==> src/rtl/shifter_pkg.sv <==
// Shared encodings for the iterative shift/rotate unit: mode codes, FSM states
// and the direction-swap helper used when decoding rotate results.
package shifter_pkg;

    localparam logic [1:0] MODE_SHL = 2'b00;
    localparam logic [1:0] MODE_SHR = 2'b01;
    localparam logic [1:0] MODE_ROL = 2'b10;
    localparam logic [1:0] MODE_ROR = 2'b11;

    typedef enum logic [1:0] {
        ST_IDLE  = 2'b00,
        ST_SHIFT = 2'b01,
        ST_DONE  = 2'b10
    } state_t;

    // Toggling bit 0 swaps SHL<->SHR and ROL<->ROR.
    function automatic logic [1:0] invert_mode(input logic [1:0] mode);
        return {mode[1], ~mode[0]};
    endfunction

endpackage

==> src/rtl/shift_step_1.sv <==
// Combinational single-position shift/rotate step; shifts zero-fill,
// rotates wrap the outgoing bit around.
import shifter_pkg::*;

module shift_step_1 #(
    parameter int WIDTH = 8
) (
    input  logic [1:0]       mode,
    input  logic [WIDTH-1:0] r,
    output logic [WIDTH-1:0] next_r
);

    always_comb begin
        next_r = r;
        case (mode)
            MODE_SHL: next_r = {r[WIDTH-2:0], 1'b0};
            MODE_SHR: next_r = {1'b0, r[WIDTH-1:1]};
            MODE_ROL: next_r = {r[WIDTH-2:0], r[WIDTH-1]};
            MODE_ROR: next_r = {r[0], r[WIDTH-1:1]};
            default:  next_r = r;
        endcase
    end

endmodule

==> src/rtl/seq_shifter.sv <==
// Iterative shift/rotate unit: one bit position per clock with a
// start/busy/done handshake; dout holds the last result until the next done.
import shifter_pkg::*;

module seq_shifter #(
    parameter int WIDTH = 8,
    parameter int AMT_W = 2
) (
    input  logic               clk,
    input  logic               rst_n,
    input  logic               start,
    input  logic [AMT_W+1:0]   op,
    input  logic               inverse,
    input  logic [WIDTH-1:0]   din,
    output logic               busy,
    output logic               done,
    output logic [WIDTH-1:0]   dout
);

    localparam logic [AMT_W-1:0] AMT_ONE = AMT_W'(1);

    state_t           state;
    logic [WIDTH-1:0] work;
    logic [1:0]       mode;
    logic [AMT_W-1:0] cnt;
    logic [WIDTH-1:0] step_r;
    logic [1:0]       op_mode;
    logic [AMT_W-1:0] op_amt;

    assign op_mode = op[AMT_W+1:AMT_W];
    assign op_amt  = op[AMT_W-1:0];

    shift_step_1 #(.WIDTH(WIDTH)) u_step (
        .mode   (mode),
        .r      (work),
        .next_r (step_r)
    );

    // busy and done are registered alongside the state so they track it exactly.
    always_ff @(posedge clk or negedge rst_n) begin
        if (!rst_n) begin
            state <= ST_IDLE;
            work  <= '0;
            mode  <= MODE_SHL;
            cnt   <= '0;
            busy  <= 1'b0;
            done  <= 1'b0;
            dout  <= '0;
        end else begin
            case (state)
                ST_IDLE: begin
                    done <= 1'b0;
                    if (start) begin
                        work <= din;
                        mode <= inverse ? invert_mode(op_mode) : op_mode;
                        cnt  <= op_amt;
                        busy <= 1'b1;
                        if (op_amt == '0) begin
                            state <= ST_DONE;
                            dout  <= din;
                            done  <= 1'b1;
                        end else begin
                            state <= ST_SHIFT;
                        end
                    end
                end
                ST_SHIFT: begin
                    work <= step_r;
                    cnt  <= cnt - AMT_ONE;
                    if (cnt == AMT_ONE) begin
                        state <= ST_DONE;
                        dout  <= step_r;
                        done  <= 1'b1;
                    end
                end
                ST_DONE: begin
                    state <= ST_IDLE;
                    busy  <= 1'b0;
                    done  <= 1'b0;
                end
                default: begin
                    state <= ST_IDLE;
                    busy  <= 1'b0;
                    done  <= 1'b0;
                end
            endcase
        end
    end

endmodule

==> config.mk <==
export PLATFORM = sky130hd
export DESIGN_NAME = seq_shifter
export DESIGN_NICKNAME = d
export VERILOG_FILES = /design/src/rtl/shifter_pkg.sv /design/src/rtl/shift_step_1.sv /design/src/rtl/seq_shifter.sv
export SDC_FILE = /design/constraint.sdc
export NUM_CORES = 1
export LEC_CHECK = 0
export BUFFER_PORTS_ARGS = -buffer_cell sky130_fd_sc_hd__buf_2
export CAP_MARGIN = 15
export CORE_MARGIN = 4
export CORE_UTILIZATION = 35
export CTS_CLUSTER_DIAMETER = 40
export DETAILED_ROUTE_END_ITERATION = 8
export GPL_TIMING_DRIVEN = 0
export MAX_ROUTING_LAYER = met4
export SLEW_MARGIN = 20
export SYNTH_ARGS = -nofsm -noshare
export SYNTH_HDL_FRONTEND = slang
export SYNTH_HIERARCHICAL = 1
export SYNTH_SLANG_ARGS = --single-unit
==> constraint.sdc <==
create_clock -name clk -period 3.3 [get_ports clk]
set_clock_uncertainty 0.15 [all_clocks]
set_input_delay 0.165 -clock clk [delete_from_list [all_inputs] [get_ports clk]]
set_output_delay 0.165 -clock clk [all_outputs]
set_load 0.05 [all_outputs]
==> summary.txt, run 1 <==
status - complete, no violations
EDFF count, synth - 0
CP max-delay cell - dfrtp_1
launch point of the worst reg-to-reg path - state[0]
worst min-delay path startpoint - op[2]
Final #Nets - 169
WP buf/inv - 1
relative slew slack - 56.0%
Seq cells post-synth - 24
HPWL Detailed - 2190 µm
Synth cell types - 25
Critical Path Start - state[0]
Die Wd - 68.6 µm
gr ovfl total - 0
setup bufs post-CTS - 0
clock sinks - 24
Leak - 0.651 nW
Critical Path End Type - register
vias per cell - 5.35
M2 GR Usage - 23.5%
# fillers - 366
max_cap viols - 0
Mapped Avg Cell Area - 10.7 µm²
Die Ht - 68.6 µm
final setup vio count - 0
Final Util - 44.9%
Worst EP arrival - 1800 ps
Final ANT Viol Nets - 0
I/O Buffers - 25
global-route wire length before repair - 5180 µm
1st-pass router iterations - 4
Ys Warns - 6
worst-margin pin slew - 659 ps
Worst Path Required - 3310 ps
Placeable Area - 3440 µm²
total number of vias - 1053
final period utilization - 54.2%
FFs w/ async S/R, synth - 100%
Mapped Cells - 120
# diodes - 0
layout cells sized above 1 - 27.8%
full die area - 4710 µm²
DRC errors left - 0
Cell Area, Synth - 1290 µm²
CTS root buf - clkbuf_8
Worst-path clk slew - 90 ps
GR peak layer - met2
pin count of the biggest net entering global routing - 25
Place WS - 1530 ps
DR WL/cell - 16.4 µm
Final Max Tran Viols - 0
GRT Util Overall - 15.2%
Boundary Pins - 26
worst skew pair latency - 260 ps
CP delay by family, top - flip-flops
CP max FO - 10
Pwr per Cell Area - 1070 nW/µm²
M1 GR Usage - 21.2%
Seq. cell area - 601 µm²
htree depth - 1
CTS Buffer Depth - 2
Post-synth top flop - dfrtp_1
Initial Utilization - 37.4%
VDD IR max - 0.412 mV
crit path cell chain - or3b_4 -> buf_6 -> o32a_1 -> o21a_1
Final Critical Period - 1790 ps
Mapped Nets - 137
CP Class - reg -> reg
met3 GRT Util - 1.94%
initial antenna violation count - 0
Final TNS setup - 0 ps
unrepaired setup endpoints after global routing - no
routability congestion estimate - 0.781
# rows - 21
Setup WS post-layout - 1510 ps
total wire length - 3230 µm
CP Launch Type - register
multi-input logic area - 633 µm²
peak per-stage delay on the critical path - 460 ps
Area Growth Syn to Fin - 20.0%
register area share after synthesis - 46.7%
Hold Crit Class - in -> reg
CTS tree - built
Final Power - 1.65 mW
Hold Vio Cnt, Final - 0
vias in the first global route - 1063
Initial DRC Count - 67
Achievable Freq - 0.559 GHz
CTS buffer count - 3
-- registers in the layout, summed over array words and instances (netlist names) --
register  cells
mode          2
state         2
busy          1
work          8
done          1
cnt           2
dout          8
-- placed cells by master, fill, tap and decap left out --
cell | Yosys | layout
buf_2 | 0 | 25
dfrtp_1 | 24 | 24
o21ai_0 | 14 | 14
nor2b_1 | 13 | 13
a21oi_1 | 11 | 11
a22oi_1 | 9 | 9
o32a_1 | 8 | 8
o21a_1 | 8 | 8
mux2_4 | 6 | 6
clkbuf_1 | 5 | 5
clkbuf_8 | 0 | 4
nand2_1 | 3 | 3
nor2_1 | 3 | 3
inv_1 | 2 | 2
buf_6 | 2 | 2
dlygate4sd3_1 | 0 | 2
or3b_4 | 1 | 1
xnor2_1 | 1 | 1
mux2i_1 | 1 | 1
or2_2 | 1 | 1
buf_1 | 1 | 1
nand3b_1 | 1 | 1
o21ai_4 | 1 | 1
or3b_2 | 1 | 1
a2bb2oi_1 | 1 | 1
mux2_2 | 1 | 1
ha_1 | 1 | 1
nand3_1 | 1 | 1
-- cell usage after synthesis (all sizes together) (2+ instances only) --
library cell	number	area (µm²)
dfrtp	24	601
o21ai	15	86.3
nor2b	13	81.3
a21oi	11	55.1
a22oi	9	67.6
o21a	8	60.1
o32a	8	80.1
mux2	7	101
clkbuf	5	18.8
buf	3	26.3
nand2	3	11.3
nor2	3	11.3
inv	2	7.51
or3b	2	20.0
-- repair_timing --
item                      CTS  global route
hold buffers                2             0
hold endpoints to repair   25             0
gates resized for setup     0             0
-- worst paths after layout --
kind / to / cells after the start / slack [ps]
max: dout[2] / 4 / 1510
min: mode[0] / 3 / 20
max reg2reg: dout[2] / 4 / 1510
min reg2reg: dout[1] / 1 / 340
max in group asynchronous: dout[6] / 2 / 2360
min in group asynchronous: work[3] / 2 / 270
-- layer usage --
layer	routed length (µm)	part of all wire, %	vias up
li1	-	-	507
met1	1530	47	514
met2	1540	48	30
met3	140	4.3	2
met4	16	0.50	0
met5	0	0	-
-- kinds of logic after synthesis --
logic type / count (synthesis) / synth area share [%]
compound gates: 52 / 27.8
simple gates: 24 / 11.1
flops: 24 / 46.7
buf+inv: 10 / 4.09
mux: 8 / 8.66
xor+xnor: 1 / 0.681
fa+ha+maj: 1 / 0.973
-- tightest hold or removal path, cell delays in order --
cell and delay (ps):
buf_2 80, xnor2_1 100, o21ai_0 60
-- layout make-up --
class / instances / share of cell area, %
well taps: 46 / 3.73
plain buffers: 8 / 2.92
repair buffers: 27 / 9.40
inverters: 2 / 0.486
clock buffers: 4 / 3.57
multi-input cells: 86 / 41.0
flip-flops and latches: 24 / 38.9
-- per-stage QoR --
stage          cells  instance area (µm²)  hold slack [ps]
2_1_floorplan    120                 1290             -281
3_3_place_gp     191                 1470             36.7
3_5_place_dp     191                 1470             36.1
4_1_cts          197                 1540             24.8
5_1_grt          197                 1540             28.0
6_report         197                 1540             22.3
-- where the power goes --
part	switching [mW]	internal [mW]	total, mW	leakage [nW]
Sequential	0.116	0.439	0.555	0.288
Combinational	0.538	0.359	0.897	0.334
Clock	0.0956	0.106	0.202	0.0288
Note: power is estimated with default switching activity, not from simulation.
==> run 2: changes to the inputs <==
clock period = 1.5 ns   (was 3.3 ns; I/O delays follow)
==> run 2 against run 1 <==
- the flow now finishes with violations (negative setup slack)
- largest power group unchanged
- first-iteration DRC count is 48% lower
- global-route usage is 2.1 points higher
- highest routed layer unchanged
- via count is 11% higher
- non-clock buffer count is 17 higher
==> summary.txt, run 2 (synthesis gave the netlist of run 1 again) <==
total number of vias - 1170 (+11%)
Worst setup endpoint - dout[6]
CP Launch Type - register
total wire length - 3350 µm (+3.9%)
R2R cell count - 4 (unchanged)
Worst-path clk slew - 80 ps (about the same)
HPWL Detailed - 2170 µm (-0.67%)
CP Class - reg -> reg
Final #Nets - 186 (+10%)
Final Max Tran Viols - 0 (unchanged)
worst-margin pin slew - 651 ps (-8.83 ps)
r2r setup slk - -210 ps (-1720 ps)
VDD IR max - 1.16 mV (+180%)
final setup vio count - 11 (+11)
Initial Utilization - 37.4% (unchanged)
vias per cell - 5.49 (+2.8%)
CP max-delay cell - dfrtp_2
Setup WS post-layout - -212 ps (-1720 ps)
Hold Vio Cnt, Final - 0 (unchanged)
DR WL/cell - 15.7 µm (-3.9%)
Pwr per Cell Area - 2200 nW/µm² (+110%)
CTS Buffer Depth - 2 (unchanged)
Critical Path End Type - register
Boundary Pins - 26 (unchanged)
Place WS - -258 ps (-1790 ps)
layout cells sized above 1 - 32.3% (+4.5 points)
crit path cell chain - or3b_4 -> buf_8 -> o32a_1 -> o21a_1
gr ovfl total - 0 (unchanged)
Worst Path Required - 1510 ps (-1800 ps)
clock sinks - 24 (unchanged)
relative slew slack - 56.6% (+0.59 points)
pin count of the biggest net entering global routing - 25 (unchanged)
GRT Util Overall - 17.3% (+2.1 points)
CTS tree - built
fin cells - 213 (+8.1%)
# fillers - 336 (-8.2%)
Achievable Freq - 0.584 GHz (+4.5%)
Leak - 0.742 nW (+14%)
Seq. cell area - 603 µm² (+0.42%)
multi-input logic area - 641 µm² (+1.2%)
status - complete, but fails checks
Final Critical Period - 1710 ps (-76.2 ps)
# diodes - 0 (unchanged)
htree depth - 1 (unchanged)
Hold Crit Class - in -> reg
max_cap viols - 0 (unchanged)
CTS buffer count - 3 (unchanged)
commonest non-fill, non-tap cell in the layout - buf_2
failing checks - negative setup slack
worst skew pair latency - 260 ps (about the same)
Worst EP arrival - 1720 ps (-80 ps)
Final Power - 3.79 mW (+130%)
Final Cell Area - 1720 µm² (+12%)
DRC errors left - 0 (unchanged)
Die Ht - 68.6 µm (unchanged)
Worst R2R End - dout[6]
initial antenna violation count - 0 (unchanged)
Placement Cell Area - 1470 µm² (unchanged)
launch point of the worst reg-to-reg path - state[0]
Area Growth Syn to Fin - 34.0%
Final ANT Viol Nets - 0 (unchanged)
global-route wire length before repair - 5910 µm (+14%)
Final Util - 50.1% (+5.2 points)
commonest cells after routing, fill and taps aside - buf_2, dfrtp_1, o21ai_0, nor2b_1, dlygate4sd3_1
biggest regs - dout: 8 flops, work: 8 flops
unrepaired setup endpoints after global routing - yes
final period utilization - 114% (+60 points)
Die Wd - 68.6 µm (unchanged)
1st-pass router iterations - 4 (unchanged)
Critical Path Start - state[0]
vias in the first global route - 1267 (+19%)
full die area - 4710 µm² (unchanged)
CP max FO - 9 (-1)
routability congestion estimate - 0.787 (+0.74%)
CTS root buf - clkbuf_8
# rows - 21 (unchanged)
Initial DRC Count - 35 (-48%)
Placeable Area - 3440 µm² (unchanged)
placed insts - 191 (unchanged)
peak per-stage delay on the critical path - 430 ps (-30 ps)
I/O Buffers - 25 (unchanged)
run 2: changes by cell type in the layout (fill, tap and decap cells not counted):
cell           change
clkbuf_8           -1
o21ai_1            +1
clkbuf_1           -3
nor2b_1            -1
nor2b_4            +1
buf_8              +1
buf_4              +8
buf_12             +1
dfrtp_1            -2
o21ai_0            -1
dlygate4sd3_1     +10
dfrtp_2            +2
run 2: worst min-delay path by stage:
stage            from       to  slack (ps)  cells after the start
3_5_place_dp    rst_n     done         -50                      1
4_1_cts        din[2]  work[2]           2                      3
6_report       din[2]  work[2]           7                      3
5_1_grt        din[6]  work[6]          30                      3
2_1_floorplan   rst_n     busy        -370                      0
3_3_place_gp    rst_n     done         -50                      1
run 2: what timing repair did:
item / 4_1_cts / 5_1_grt
hold buffers: 12 / 0
endpoints found under the setup margin: 20 / 21
endpoints found under the hold margin: 34 / 0
gates resized for setup: 8 / 4
setup buffers: 9 / 0
pin swaps: 2 / 1
run 2: power breakdown:
group | leakage, nW | internal, mW | total (mW) | switching, mW
Combinational | 0.434 | 0.971 | 2.22 | 1.25
Sequential | 0.286 | 0.970 | 1.19 | 0.221
Clock | 0.0216 | 0.180 | 0.376 | 0.197
Total | 0.742 | 2.12 | 3.79 | 1.67
run 2: layout make-up:
class                           instances  area share [%]
Clock buffer                            3            2.39
Multi-Input combinational cell         86            37.2
Tap cell                               46            3.34
Timing Repair Buffer                   46            19.1
Inverter                                2           0.435
Sequential cell                        24            35.0
Buffer                                  6            2.61
run 2: stage by stage:
| step | hold WS [ps] | TNS [ps] |
|---|---|---|
| floorplan | -371 | -871 |
| global placement | -52.9 | -2040 |
| detailed placement | -49.6 | -2300 |
| CTS | 2.41 | -1290 |
| global route | 30.7 | -1790 |
| finish | 7.37 | -1480 |
run 2: per-layer routing:
metal	up-vias	track usage (%)	routed length, µm
met5	-	-	0
met4	0	5.96	76
met3	6	4.54	188
met2	46	29.4	1680
met1	581	19.6	1410
li1	537	-	-
run 2: critical path: cells and delay by family (launching register included):
kind            cells  cell delay, ps
flops               1             430
simple gates        1             430
compound gates      2             430
buf+inv             1             160
